[config.mk]
export PLATFORM = sky130hd
export DESIGN_NAME = seg_scan_ctrl
export DESIGN_NICKNAME = d
export VERILOG_FILES = /design/src/rtl/seg_scan_ctrl.sv
export SDC_FILE = /design/constraint.sdc
export NUM_CORES = 1
export LEC_CHECK = 0
export ABC_AREA = 1
export ABC_CLOCK_PERIOD_IN_PS = 3300
export CAP_MARGIN = 30
export CORE_ASPECT_RATIO = 1.4
export CORE_MARGIN = 10
export CORE_UTILIZATION = 55
export DETAILED_ROUTE_END_ITERATION = 6
export HOLD_SLACK_MARGIN = 0.03
export PLACE_DENSITY = 0.8
export SLEW_MARGIN = 40
export SYNTH_ARGS = -nofsm -noshare
export SYNTH_HDL_FRONTEND = slang
export SYNTH_SLANG_ARGS = --single-unit
[constraint.sdc]
create_clock -name clk -period 3.3 [get_ports clk]
set_clock_uncertainty 0.05 [all_clocks]
set_input_delay 0.495 -clock clk [delete_from_list [all_inputs] [get_ports clk]]
set_output_delay 0.495 -clock clk [all_outputs]
set_load 0.01 [all_outputs]
[src/rtl/seg_scan_ctrl.sv]
// seg_scan_ctrl
// Multiplexed display scan controller. It steps through the enabled digits of
// an 8-digit common-anode display. Each digit slot has two parts. First comes
// a blanking interval with all anodes off. Then comes a show interval with only
// the addressed digit's anode driven low.
// The digit select S drives an external 8-to-1 mux. The selected segment code
// comes back on d and is latched into code on the last blanking cycle.
//
// Ports
//   clk       in   sole clock, rising edge
//   reset     in   asynchronous active-high reset
//   en        in   scan enable
//   digit_en  in   [7:0] per-digit enable mask
//   d         in   [N-1:0] segment code of the digit addressed by S
//   S         out  [2:0] digit select (registered)
//   AN        out  [7:0] active-low anode drives (registered)
//   code      out  [N-1:0] latched segment code of the shown digit (registered)
//   frame     out  one-cycle pulse when the scan wraps (registered)
module seg_scan_ctrl #(
    parameter int N        = 6,
    parameter int PRESCALE = 100000,
    parameter int BLANK    = 8
) (
    input  logic         clk,
    input  logic         reset,
    input  logic         en,
    input  logic [7:0]   digit_en,
    input  logic [N-1:0] d,
    output logic [2:0]   S,
    output logic [7:0]   AN,
    output logic [N-1:0] code,
    output logic         frame
);

    localparam int CW = $clog2(PRESCALE);
    localparam logic [CW-1:0] BLANK_LAST = CW'(BLANK - 1);
    localparam logic [CW-1:0] SHOW_LAST  = CW'(PRESCALE - BLANK - 1);

    typedef enum logic [1:0] {
        ST_IDLE  = 2'd0,
        ST_BLANK = 2'd1,
        ST_SHOW  = 2'd2
    } state_t;

    state_t         state_q, state_d;
    logic [CW-1:0]  cnt_q, cnt_d;
    logic [2:0]     s_q, s_d;
    logic [7:0]     an_q, an_d;
    logic [N-1:0]   code_q, code_d;
    logic           frame_q, frame_d;

    // Lowest set index of the mask (mask assumed non-zero).
    function automatic logic [2:0] lowest_set(input logic [7:0] m);
        logic [2:0] r;
        r = 3'd0;
        for (int i = 7; i >= 0; i--) begin
            if (m[i]) begin
                r = 3'(i);
            end
        end
        return r;
    endfunction

    // Next set index strictly above cur, wrapping circularly.
    // If no other bit is set, cur itself is returned.
    function automatic logic [2:0] next_set(input logic [7:0] m, input logic [2:0] cur);
        logic [2:0] r;
        logic [2:0] idx;
        r = cur;
        // Descending offset, so the nearest set bit is the one that sticks.
        for (int k = 7; k >= 1; k--) begin
            idx = cur + 3'(k);
            if (m[idx]) begin
                r = idx;
            end
        end
        return r;
    endfunction

    // Anode pattern for the addressed digit, off if that digit is disabled.
    function automatic logic [7:0] anode_for(input logic [7:0] m, input logic [2:0] sel);
        logic [7:0] r;
        if (m[sel]) begin
            r = ~(8'h01 << sel);
        end else begin
            r = 8'hFF;
        end
        return r;
    endfunction

    // Next-state, slot counter and registered-output logic.
    always_comb begin
        state_d = state_q;
        cnt_d   = cnt_q + CW'(1);
        s_d     = s_q;
        an_d    = 8'hFF;
        code_d  = code_q;
        frame_d = 1'b0;
        if (!en || (digit_en == 8'h00)) begin
            state_d = ST_IDLE;
            cnt_d   = '0;
        end else begin
            case (state_q)
                ST_IDLE: begin
                    state_d = ST_BLANK;
                    cnt_d   = '0;
                    s_d     = lowest_set(digit_en);
                end
                ST_BLANK: begin
                    if (cnt_q == BLANK_LAST) begin
                        // S has been stable for the whole blank, so d has settled.
                        state_d = ST_SHOW;
                        cnt_d   = '0;
                        code_d  = d;
                        an_d    = anode_for(digit_en, s_q);
                    end else begin
                        an_d    = 8'hFF;
                    end
                end
                ST_SHOW: begin
                    if (cnt_q == SHOW_LAST) begin
                        state_d = ST_BLANK;
                        cnt_d   = '0;
                        s_d     = next_set(digit_en, s_q);
                        // A non-increasing step means the scan wrapped.
                        frame_d = (s_d <= s_q);
                    end else begin
                        an_d    = anode_for(digit_en, s_q);
                    end
                end
                default: begin
                    state_d = ST_IDLE;
                    cnt_d   = '0;
                end
            endcase
        end
    end

    // State and output registers with asynchronous reset.
    always_ff @(posedge clk or posedge reset) begin
        if (reset) begin
            state_q <= ST_IDLE;
            cnt_q   <= '0;
            s_q     <= 3'd0;
            an_q    <= 8'hFF;
            code_q  <= '0;
            frame_q <= 1'b0;
        end else begin
            state_q <= state_d;
            cnt_q   <= cnt_d;
            s_q     <= s_d;
            an_q    <= an_d;
            code_q  <= code_d;
            frame_q <= frame_d;
        end
    end

    assign S     = s_q;
    assign AN    = an_q;
    assign code  = code_q;
    assign frame = frame_q;

endmodule

==> results_dict.tcl <==
set metrics [dict create \
    gp_congestion 1.02 \
    die_area_sq_um 7970 \
    start_kind "register" \
    ctsHoldBuffers 0 \
    grt_max_degree 38 \
    synth_cells 367 \
    grt_pass1_wl_microns 11200 \
    synthXorXnorAreaFrac 0.00667 \
    synth_area_per_cell_sq_um 7.15 \
    area_growth_pct 19.4 \
    setup_viol 0 \
    synth.top_cell.area_share 0.276 \
    fillerInstances 410 \
    ios 35 \
    die_w_microns 78.4 \
    io_buffer_count 34 \
    critPathMaxStageDelay_ns 0.42 \
    first_pass_iters 5 \
    coreArea_sq_um 4570 \
    fin_total_pwr_uw 2740 \
    r2r_end "frame$_DFF_PP0_" \
    ff_latch_area_sq_um 936 \
    synthDistinctLibCells 39 \
    ctsLongestPathBuffers 2 \
    outcome "finished, final reports clean" \
    dpl.hpwl_microns 5410 \
    synthArstFlopShare 1.00 \
    cts_inserted_buffers 5 \
    grt_antenna_before_repair 0 \
    slowest_stage "ha_1" \
    synth_commonest_cells "101 x nand2_1, 48 x inv_1, 47 x nand3_1, 32 x nor2_1, 29 x dfrtp_1" \
    grt_overflow 0 \
    yosysMostFrequentCell "nand2_1" \
    crit_required_ns 3.41 \
    cp_top_family "simple AND/OR/NAND/NOR gates" \
    ant_nets 0 \
    clkTransAtPathRegs_ns 0.07 \
    r2r_setup_slack_ns 0.35 \
    fin_crit_sh 0.893 \
    multi_input_area_sq_um 1450 \
    clock_latency_ns 0.29 \
    hp-start "code[4]$_DFFE_PP0P_" \
    maxSlewViolCount 0 \
    synth_area_leaders "dfrtp_1 28%, nand2_1 14%, nand3_1 9.0%" \
    synth_ff_type "dfrtp_1" \
    rows 29 \
    drv_cap 0 \
    drc_errors 0 \
    fin_tns_setup_ns 0 \
    synthesis.area_sq_um 2630 \
    path_cells "clkinv_4 > ha_1 > inv_1 > nand3_1 > nand3_1 > nand2_1 > nand3_1 > nand3_1 > nand3_1 > nand2_1 > nand2_1 > nand2_1 > nand2_1 > ha_1 > a21oi_1 > o21ai_0 > a2111oi_1" \
    hold_violations 0 \
    worst_slew_pin_slew_ns 0.515 \
    n_antenna_cell 0 \
    muxShareOfSynthArea 0 \
    finalCriticalPeriod_ns 2.95 \
    grt_pass1_vias 2587 \
    final_nets 440 \
    drive_gt1_frac 0.103 \
    fmaxAchievable_mhz 339 \
    worstPathMaxFanout 12 \
    synth_warnings 0 \
    synth_top_family_by_area "simple AND/OR/NAND/NOR gates" \
    vias 2539 \
    synth_compound_gate_area_share 0.0920 \
    r2r_start "S[1]$_DFFE_PP0P_" \
    syn_nets 399 \
    ir_drop_mv 0.754 \
    endpoint_kind "register" \
    hold_class "reg -> reg" \
    relSlewSlack 0.656 \
    synth_top_cell_by_area "dfrtp_1" \
    synth_fa_ha_area_frac 0.0715 \
    path_class "reg -> reg" \
    holdPathStages 2 \
    cts_tree "yes" \
    clock-sinks 37 \
    crit_buf_inv 2 \
    synth_edf_count 0 \
    cts_root_buf "clkbuf_8" \
    wl_per_cell_microns 14.3 \
    viasPerCell 5.39 \
    htree_levels 2 \
    power.leakage_uw 0.00153 \
    totalWireLength_microns 6730 \
    worstPathArrival_ns 3.06 \
    power_density_nw_per_um2 874 \
    track_usage 0.171 \
    synthSimpleGateAreaFrac 0.380 \
    initial_core_util 0.574 \
    yosysSeqAreaShare 0.357 \
    die_y_microns 102 \
    min_to "code[4]$_DFFE_PP0P_" \
    drtIter0Drc 151 \
    ys_seq_elements 37 \
    reg2reg_depth 17 \
    rsz0062_at_grt "no" \
]
[power breakdown]
part           leakage (uW)  switching (uW)  internal, uW
Combinational      0.000999            1170           660
Sequential         0.000484            42.0           537
Clock             0.0000455             157           170
Total               0.00153            1370          1370
[cell type report]
class                      instances  share of cell area
multi-input combinational        271               0.461
timing repair buffer              39               0.121
tap                               62              0.0247
inverter                          54              0.0662
sequential                        37               0.298
clock buffer                       8              0.0287
[cell usage in the layout (no fill, tap or decap), drive strengths merged]
cell / n
a21oi: 17
nor2: 37
nand3b: 1
a2111oi: 1
buf: 5
nor3: 7
nand2: 104
nor3b: 3
clkinv: 2
xor2: 2
dfstp: 8
or2: 1
o311ai: 1
nand3: 50
inv: 52
o21ai: 15
a211oi: 3
dfrtp: 29
nand4: 5
o211a: 1
clkbuf: 8
o21a: 1
nor4: 6
ha: 15
clkdlybuf4s50: 34
a31oi: 1
[registers in the layout (all words and copies together) (netlist names)]
signal   cells
cnt_q       17
AN           8
code         6
frame        1
S            3
state_q      2
[per-layer routing]
layer	vias to the layer above	global-route usage	wire (microns)
met1	1174	0.175	2670
met3	16	0.0310	289
li1	1275	-	-
met5	-	0	0
met4	0	0.101	191
met2	74	0.315	3580
[worst register-to-register path, delay by kind of cell, from the launching register on]
family	cells	cell delay, ns
and+or+nand+nor	10	0.77
adders and majority gates	2	0.74
AOI/OAI and AO/OA	3	0.58
DFF	1	0.39
buffers and inverters	2	0.28
[kinds of logic (layout without fill, tap and decap cells)]
| family | Yosys count | in the layout |
|---|---|---|
| and+or+nand+nor | 214 | 214 |
| buffers and inverters | 59 | 101 |
| AOI/OAI and AO/OA | 40 | 40 |
| DFF | 37 | 37 |
| adders and majority gates | 15 | 15 |
| xor gates and xnor gates | 2 | 2 |
[metrics by stage]
stage,cell area (sq um),util,hold WS (ns),worst slack (ns),instances
2_1_floorplan,2630,-,0.399,0.523,367
3_3_place_gp,3040,0.666,0.404,0.385,463
3_5_place_dp,3040,0.666,0.415,0.332,463
4_1_cts,3130,0.686,0.429,0.351,471
5_1_grt,3140,0.686,0.446,0.0218,471
6_report,3140,0.686,0.428,0.353,471
[timing repair]
action / in CTS / in global routing
setup buffers: 0 / 0
resized for setup: 0 / 1
setup endpoints to repair: 0 / 1
[how the worst max path moves through the flow]
stage,startpoint,to,cells after the start,slack [ns]
4_1_cts,S[1]$_DFFE_PP0P_,frame$_DFF_PP0_,17,0.35
6_report,S[1]$_DFFE_PP0P_,frame$_DFF_PP0_,17,0.35
3_5_place_dp,digit_en[0],frame$_DFF_PP0_,16,0.33
2_1_floorplan,S[1]$_DFFE_PP0P_,frame$_DFF_PP0_,18,0.52
5_1_grt,S[1]$_DFFE_PP0P_,frame$_DFF_PP0_,17,0.02
3_3_place_gp,digit_en[1],frame$_DFF_PP0_,18,0.38
Power figures use the tool's default switching activity.
